===== src/rtl/lod_norm_pipe.sv =====
`default_nettype none
// ============================================================================
//  Module   : lod_norm_pipe
//  Purpose  : Three-stage leading-one detector and normaliser. Stage 1
//             converts the operand to sign/magnitude, stage 2 counts the
//             leading zeros of the magnitude with a halving tree, stage 3
//             shifts the magnitude left so its top bit is set.
//  Ports    : clk, rst             - clock, synchronous active-high reset
//             in_valid/in_ready    - input handshake
//             in_data, in_signed   - operand and signedness select
//             out_valid/out_ready  - output handshake
//             out_sign, out_cnt,
//             out_norm, out_zero   - sign, leading-zero count, normalised
//                                    magnitude, zero-magnitude flag
//  Revision : 1.0 - initial release
// ============================================================================
module lod_norm_pipe #(
    parameter  int N = 16,
    localparam int S = $clog2(N)
) (
    input  logic         clk,
    input  logic         rst,
    input  logic         in_valid,
    output logic         in_ready,
    input  logic [N-1:0] in_data,
    input  logic         in_signed,
    output logic         out_valid,
    input  logic         out_ready,
    output logic         out_sign,
    output logic [S-1:0] out_cnt,
    output logic [N-1:0] out_norm,
    output logic         out_zero
);

    // Stage 1: sign / magnitude
    logic         r_v1_q,    w_v1_d;
    logic         r_sign1_q, w_sign1_d;
    logic [N-1:0] r_mag1_q,  w_mag1_d;
    // Stage 2: leading-zero count
    logic         r_v2_q,    w_v2_d;
    logic         r_sign2_q, w_sign2_d;
    logic [N-1:0] r_mag2_q,  w_mag2_d;
    logic [S-1:0] r_cnt2_q,  w_cnt2_d;
    logic         r_zero2_q, w_zero2_d;
    // Stage 3: normalising shift
    logic         r_v3_q,    w_v3_d;
    logic         r_sign3_q, w_sign3_d;
    logic [S-1:0] r_cnt3_q,  w_cnt3_d;
    logic [N-1:0] r_norm3_q, w_norm3_d;
    logic         r_zero3_q, w_zero3_d;

    logic         w_en1, w_en2, w_en3;
    logic         w_in_sign;

    // Halving tree: level l inspects the upper half of the current window.
    // If that half is empty it sets count bit S-1-l and shifts the window up
    // by the half width, so each level resolves one bit of the count, MSB
    // first. The final level only needs the top bit, so no shift is built
    // after it.
    logic [N-1:0] w_lvl [0:S-1];
    logic [S-1:0] w_tree_cnt;
    logic         w_mag_zero;

    assign w_lvl[0]   = r_mag1_q;
    assign w_mag_zero = ~|r_mag1_q;

    for (genvar l = 0; l < S; l++) begin : g_lvl
        localparam int c_HALF = N >> (l + 1);
        assign w_tree_cnt[S-1-l] = ~|w_lvl[l][N-1 -: c_HALF];
        if (l < S - 1) begin : g_next
            assign w_lvl[l+1] = w_tree_cnt[S-1-l] ? (w_lvl[l] << c_HALF) : w_lvl[l];
        end
    end

    // Enables ripple back from the output; a stage may load when it is empty
    // or when its successor is about to take its current contents.
    assign w_en3     = ~r_v3_q | out_ready;
    assign w_en2     = ~r_v2_q | w_en3;
    assign w_en1     = ~r_v1_q | w_en2;
    assign w_in_sign = in_signed & in_data[N-1];

    always_comb begin
        w_v1_d    = r_v1_q;
        w_sign1_d = r_sign1_q;
        w_mag1_d  = r_mag1_q;
        w_v2_d    = r_v2_q;
        w_sign2_d = r_sign2_q;
        w_mag2_d  = r_mag2_q;
        w_cnt2_d  = r_cnt2_q;
        w_zero2_d = r_zero2_q;
        w_v3_d    = r_v3_q;
        w_sign3_d = r_sign3_q;
        w_cnt3_d  = r_cnt3_q;
        w_norm3_d = r_norm3_q;
        w_zero3_d = r_zero3_q;

        if (w_en1) begin
            w_v1_d    = in_valid;
            w_sign1_d = w_in_sign;
            // Negating the most-negative value wraps to 2^(N-1), which is
            // exactly the required unsigned magnitude.
            w_mag1_d  = w_in_sign ? (~in_data + N'(1)) : in_data;
        end

        if (w_en2) begin
            w_v2_d    = r_v1_q;
            w_sign2_d = r_sign1_q;
            w_mag2_d  = r_mag1_q;
            // The tree reports all-ones for a zero input; force the count to 0.
            w_cnt2_d  = w_mag_zero ? '0 : w_tree_cnt;
            w_zero2_d = w_mag_zero;
        end

        if (w_en3) begin
            w_v3_d    = r_v2_q;
            w_sign3_d = r_sign2_q;
            w_cnt3_d  = r_cnt2_q;
            w_norm3_d = r_mag2_q << r_cnt2_q;
            w_zero3_d = r_zero2_q;
        end
    end

    always_ff @(posedge clk) begin
        if (rst) begin
            r_v1_q    <= 1'b0;
            r_sign1_q <= 1'b0;
            r_mag1_q  <= '0;
            r_v2_q    <= 1'b0;
            r_sign2_q <= 1'b0;
            r_mag2_q  <= '0;
            r_cnt2_q  <= '0;
            r_zero2_q <= 1'b0;
            r_v3_q    <= 1'b0;
            r_sign3_q <= 1'b0;
            r_cnt3_q  <= '0;
            r_norm3_q <= '0;
            r_zero3_q <= 1'b0;
        end else begin
            r_v1_q    <= w_v1_d;
            r_sign1_q <= w_sign1_d;
            r_mag1_q  <= w_mag1_d;
            r_v2_q    <= w_v2_d;
            r_sign2_q <= w_sign2_d;
            r_mag2_q  <= w_mag2_d;
            r_cnt2_q  <= w_cnt2_d;
            r_zero2_q <= w_zero2_d;
            r_v3_q    <= w_v3_d;
            r_sign3_q <= w_sign3_d;
            r_cnt3_q  <= w_cnt3_d;
            r_norm3_q <= w_norm3_d;
            r_zero3_q <= w_zero3_d;
        end
    end

    assign in_ready  = w_en1;
    assign out_valid = r_v3_q;
    assign out_sign  = r_sign3_q;
    assign out_cnt   = r_cnt3_q;
    assign out_norm  = r_norm3_q;
    assign out_zero  = r_zero3_q;

endmodule
`default_nettype wire

===== config.mk =====
export PLATFORM = sky130hd
export DESIGN_NAME = lod_norm_pipe
export DESIGN_NICKNAME = d
export VERILOG_FILES = /design/src/rtl/lod_norm_pipe.sv
export SDC_FILE = /design/constraint.sdc
export NUM_CORES = 1
export LEC_CHECK = 0
export CORE_MARGIN = 4
export CORE_UTILIZATION = 52
export DETAILED_ROUTE_END_ITERATION = 12
export PLACE_DENSITY = 0.78
export SYNTH_ARGS = -nofsm -noshare
export SYNTH_HDL_FRONTEND = slang
export SYNTH_SLANG_ARGS = --single-unit
export TNS_END_PERCENT = 5

===== constraint.sdc =====
create_clock -name clk -period 2.92 [get_ports clk]
set_input_delay 0.73 -clock clk [delete_from_list [all_inputs] [get_ports clk]]
set_output_delay 0.73 -clock clk [all_outputs]
set_load 0.01 [all_outputs]

* After elaboration in Yosys (flattened, before gate mapping)
Index checks and enable logic that the tools add are counted.
Cells by class: reduce and logical (&&, ||, !) cells 9, multiplexer cells 5, shifts and indexed selects 1, $add $sub $neg 1, bitwise operators 8
Operators with widths (count):
- 16-bit 2-to-1 mux | 4
- 16-bit by 1-bit adder with 16-bit output, second input constant | 1
- 16-bit inverter | 1
- 16-bit OR reduction | 1
- 16-bit by 4-bit << shifter with 16-bit output | 1
- 8-bit OR reduction | 1
- 1-bit zero test | 5
- 4-bit 2-to-1 mux | 1
- 4-bit OR reduction | 1
- 1-bit inverter | 3
- 1-bit bitwise OR | 3
- 2-bit OR reduction | 1
- 1-bit AND | 1
Storage, ports and cells: output and inout bits 24, register bits after elaboration 64, logic and storage cells 37, bits of input ports 21

* Depth between registers and ports, before layout
word-level depth 8, depth in mapped cells 7

* Least setup slack after synthesis
No wires, ideal clock.
path kind input to register, start point input port in_data[8], end point register r_mag1_q[14], setup time 0.086 ns, stages 5, arrival time 2.202 ns, setup slack 0.633 ns, required time 2.834 ns, path through or4_4 or3_4 o41ai_4 xor2_1 a211oi_1
Between the ends: longest elaborated chain between the ends 3
RTL lines:
- start: declaration | RTL line 25 | input logic [N-1:0] in_data,
- 16-bit inverter | RTL line 102 | w_mag1_d = w_in_sign ? (~in_data + N'(1)) : in_data;
- 16-bit by 1-bit adder with 16-bit output | RTL line 102
- 16-bit 2-to-1 mux | RTL line 102
- end signal: assignment | RTL line 141 | r_mag1_q <= w_mag1_d;
- end: declaration | RTL line 38 | logic [N-1:0] r_mag1_q, w_mag1_d;
Every way passes these cells. A chain may end at the register's enable or synchronous reset.

* Worst setup path after layout
start point input port out_ready, end point output port in_ready
Between the ends: longest elaborated chain between the ends 3
RTL lines:
- start: declaration | RTL line 28 | input logic out_ready,
- 1-bit bitwise OR | RTL line 77 | assign w_en3 = ~r_v3_q | out_ready;
- 1-bit bitwise OR | RTL line 78 | assign w_en2 = ~r_v2_q | w_en3;
- 1-bit bitwise OR | RTL line 79 | assign w_en1 = ~r_v1_q | w_en2;
- end: declaration | RTL line 24 | output logic in_ready,
Every way passes these cells.

==> impl_metrics.xml <==
<?xml version="1.0" encoding="UTF-8"?>
<metrics>
  <group name="status">
    <metric name="result_of_the_run" unit="">finished clean</metric>
  </group>
  <group name="timing">
    <metric name="fin_crit_sh" unit="%">86.31</metric>
    <metric name="maxSlewViolCount" unit="">0</metric>
    <metric name="fmax" unit="GHz">0.3968</metric>
    <metric name="min_period" unit="ns">2.520</metric>
    <metric name="fin_ws" unit="ns">0.3997</metric>
    <metric name="grt_setup_unrepaired" unit="">false</metric>
    <metric name="clock_skew" unit="ns">0.008056</metric>
    <metric name="transition_time_at_the_pin_with_the_least_slew_margin" unit="ns">0.8629</metric>
    <metric name="setup-violations-final" unit="">0</metric>
    <metric name="totalNegativeSetupSlack" unit="ns">0</metric>
    <metric name="hold_viol_final" unit="">0</metric>
    <metric name="timing.slew.headroom" unit="%">41.94</metric>
  </group>
  <group name="die">
    <metric name="core-area" unit="um2">6061</metric>
    <metric name="floorplan.initialDensity" unit="%">54.64</metric>
    <metric name="pin_count" unit="">45</metric>
    <metric name="die_y" unit="um">87.81</metric>
    <metric name="row_count" unit="">28</metric>
    <metric name="die_area" unit="um2">7710</metric>
    <metric name="die_width" unit="um">87.81</metric>
  </group>
  <group name="synthesis">
    <metric name="mappedNetlistArea" unit="um2">3312</metric>
    <metric name="synth_cell_type_count" unit="">53</metric>
    <metric name="area_share_of_the_largest_cell_type_after_synthesis" unit="%">38.69</metric>
    <metric name="synth_commonest_cells" unit="">nand2_1, dfxtp_1, nor2_1, a21oi_1, clkbuf_1</metric>
    <metric name="synth_edf_count" unit="">0</metric>
    <metric name="synthDominantAreaCellType" unit="">dfxtp_1</metric>
    <metric name="synth_top_flop_cell" unit="">dfxtp_1</metric>
    <metric name="synthCells" unit="">400</metric>
    <metric name="ys_seq_area_share" unit="%">38.69</metric>
    <metric name="post_synth.cell_area_avg" unit="um2">8.280</metric>
    <metric name="post-synth-top-count-cell" unit="">nand2_1</metric>
    <metric name="ys.warnings.count" unit="">0</metric>
    <metric name="synth-seq-cells" unit="">64</metric>
    <metric name="syn_nets" unit="">422</metric>
    <metric name="postSynth.asyncResetShare" unit="%">0</metric>
    <metric name="synth_top_cells_by_area" unit="">dfxtp_1, nand2_1, nor2_1</metric>
  </group>
  <group name="route">
    <metric name="route.detailed.vias_per_inst" unit="">5.861</metric>
    <metric name="dr.pass1.iters" unit="">4</metric>
    <metric name="wl" unit="um">7918</metric>
    <metric name="routed-via-count" unit="">3042</metric>
    <metric name="drt_iter0_drc" unit="">160</metric>
    <metric name="detail-route-antenna-nets" unit="">0</metric>
    <metric name="drc" unit="">0</metric>
    <metric name="drt-wirelength-per-cell" unit="um">15.26</metric>
  </group>
  <group name="cells_and_area">
    <metric name="seqCellArea" unit="um2">1281</metric>
    <metric name="area.growth.synth_to_final" unit="%">20.93</metric>
    <metric name="instances_no_fill" unit="">519</metric>
    <metric name="multiInputGateArea" unit="um2">1851</metric>
    <metric name="layout-drive-gt1-share" unit="%">10.59</metric>
    <metric name="fillers" unit="">529</metric>
    <metric name="insertedDiodeCount" unit="">0</metric>
    <metric name="final_core_utilization" unit="%">66.08</metric>
    <metric name="nets" unit="">461</metric>
  </group>
  <group name="clock_tree">
    <metric name="tritoncts" unit="">yes</metric>
    <metric name="cts_buffers" unit="">9</metric>
    <metric name="clock_path_buffers" unit="">2</metric>
    <metric name="clock_latency" unit="ns">0.35</metric>
    <metric name="cts.htree.levels" unit="">3</metric>
    <metric name="ctsRootBufferMaster" unit="">clkbuf_8</metric>
    <metric name="cts_sinks" unit="">64</metric>
    <metric name="clk_pin_slew_worst_paths" unit="ns">0.07</metric>
  </group>
  <group name="worst_setup_path">
    <metric name="critical_path_class" unit="">primary input to output port</metric>
    <metric name="crit_path_start_kind" unit="">primary input</metric>
    <metric name="rrSetupSlack" unit="ns">0.82</metric>
    <metric name="cp_top_family" unit="">buffers and inverters</metric>
    <metric name="critPathMaxFanout" unit="">2</metric>
    <metric name="worst-path-buf-inv" unit="">3</metric>
    <metric name="worst_r2r_path_depth" unit="">5</metric>
    <metric name="crit_chain" unit="">clkdlybuf4s50_1 -&gt; nor2b_2 -&gt; and3_1 -&gt; inv_1 -&gt; dlymetal6s2s_1</metric>
    <metric name="timing.rr.start" unit="">r_cnt2_q[1]$_SDFFE_PP0P_</metric>
    <metric name="critPathCaptureType" unit="">output port</metric>
    <metric name="cp.arrival" unit="ns">1.79</metric>
    <metric name="critical-path-slowest-cell" unit="">clkdlybuf4s50_1</metric>
    <metric name="worst_path_largest_cell_delay" unit="ns">0.43</metric>
    <metric name="data_required_time_at_the_worst_endpoint" unit="ns">2.19</metric>
    <metric name="worst_r2r_endpoint" unit="">out_norm[12]$_SDFFE_PP0P_</metric>
  </group>
  <group name="global_route">
    <metric name="wire_length_of_the_first_global_routing_pass" unit="um">13610</metric>
    <metric name="via_count_of_the_first_global_routing_pass" unit="">2871</metric>
    <metric name="largest_net_degree_at_the_start_of_global_routing" unit="">33</metric>
    <metric name="antenna_found_initial" unit="">0</metric>
    <metric name="globalRouteOverflowTotal" unit="">0</metric>
    <metric name="overall_global_routing_usage" unit="%">22.38</metric>
  </group>
  <group name="hold_path">
    <metric name="worstHoldPathCells" unit="">2</metric>
    <metric name="hold_path.startpoint" unit="">out_cnt[2]$_SDFFE_PP0P_</metric>
    <metric name="min_to" unit="">out_cnt[2]$_SDFFE_PP0P_</metric>
    <metric name="timing.hold.worst.class" unit="">register to register</metric>
  </group>
  <group name="place">
    <metric name="placement.io_buffers" unit="">44</metric>
    <metric name="placed_cells" unit="">503</metric>
    <metric name="setup_ws_pre_cts" unit="ns">0.04410</metric>
    <metric name="hpwlAfterDp" unit="um">5797</metric>
    <metric name="finalWeightedCongestion" unit="">0.8925</metric>
  </group>
  <group name="job">
    <metric name="drv_cap" unit="">0</metric>
  </group>
  <group name="power_and_ir_drop">
    <metric name="total_leakage_power" unit="nW">1.461</metric>
    <metric name="total_power" unit="W">0.002252</metric>
    <metric name="irDropWorstVdd" unit="mV">0.3042</metric>
    <metric name="power.density_cell_area" unit="nW/um2">562.3</metric>
  </group>
</metrics>
[where the power goes]
part / switching (W) / leakage, nW / internal, W
registers: 0.0000677 / 0.526 / 0.000934
clock network: 0.000350 / 0.106 / 0.000502
logic: 0.000198 / 0.829 / 0.000200
total: 0.000616 / 1.46 / 0.00164
[layout make-up]
cell class                 instances  area share [%]
multi-input combinational        301           46.20
inverter                           6          0.5623
clock buffer                      11           3.530
sequential                        64           31.99
timing repair buffer              57           13.37
tap                               75           2.343
clock inverter                     5           1.999
[tightest hold or removal path, cell delays in order (launching register included)]
cell	delay, ns
dfxtp_1	0.31
nand2_1	0.05
a21oi_1	0.05
[cells in the final DEF (no fill, tap or decap), types with 5 or more instances in the layout]
cell	netlist	final
a211oi_1	16	16
nand2_1	73	73
a21oi_1	33	33
inv_1	6	6
nor3_1	7	7
clkbuf_8	3	10
mux4_2	5	5
nand3b_1	6	6
dfxtp_1	64	64
a22oi_1	10	10
o21ai_0	12	12
o31ai_1	6	6
nor2_1	48	48
mux2i_1	14	14
xor2_1	10	10
clkdlybuf4s50_1	0	42
mux2_2	7	7
buf_4	0	13
[worst max-delay path by stage]
stage	start	cells past startpoint	slack [ns]	to
finish	out_ready	5	0.40	in_ready
global route	out_ready	5	0.33	in_ready
CTS	out_ready	5	0.03	in_ready
detailed placement	out_ready	5	0.04	in_ready
global placement	out_ready	5	0.04	in_ready
floorplan	in_data[8]	5	0.63	r_mag1_q[14]$_SDFFE_PP0P_
[repair_timing]
item | in CTS | in global routing
buffers inserted | 0 | 0
resized for setup | 0 | 1
hold buffers | 0 | 0
setup endpoints to repair | 0 | 1
[cell families after synthesis]
logic type               count (synthesis)  share of synthesized area, %
adder cells (fa/ha/maj)                  1                        0.3777
XOR/XNOR                                13                         3.438
AND/OR/NAND/NOR                        160                         21.61
flip-flops                              64                         38.69
buffers and inverters                   35                         5.516
multiplexers                            26                         10.01
AO/OA/AOI/OAI                          101                         20.36
[flip-flops by register name, indices dropped and copies added (netlist names)]
| name | cells |
|---|---|
| out_cnt | 4 |
| out_norm | 16 |
| out_sign | 1 |
| out_valid | 1 |
| out_zero | 1 |
| r_cnt2_q | 4 |
| r_mag1_q | 16 |
| r_mag2_q | 16 |
| r_sign1_q | 1 |
| r_sign2_q | 1 |
| r_v1_q | 1 |
| r_v2_q | 1 |
| r_zero2_q | 1 |
[metrics by stage]
stage,cell area [um2],hold slack (ns)
2_1_floorplan,3312,0.4289
3_3_place_gp,3781,0.4389
3_5_place_dp,3781,0.4437
4_1_cts,4003,0.4530
5_1_grt,4005,0.4698
6_report,4005,0.4519
[routing by layer]
layer | share of wire [%] | GRT usage [%] | vias to the layer above
met5 | 0 | 0 | -
met4 | 2.0 | 8.787 | 0
li1 | - | - | 1509
met3 | 5.8 | 6.303 | 13
met2 | 48 | 37.33 | 95
met1 | 45 | 27.28 | 1425
Note: power is estimated with default switching activity, not from simulation.
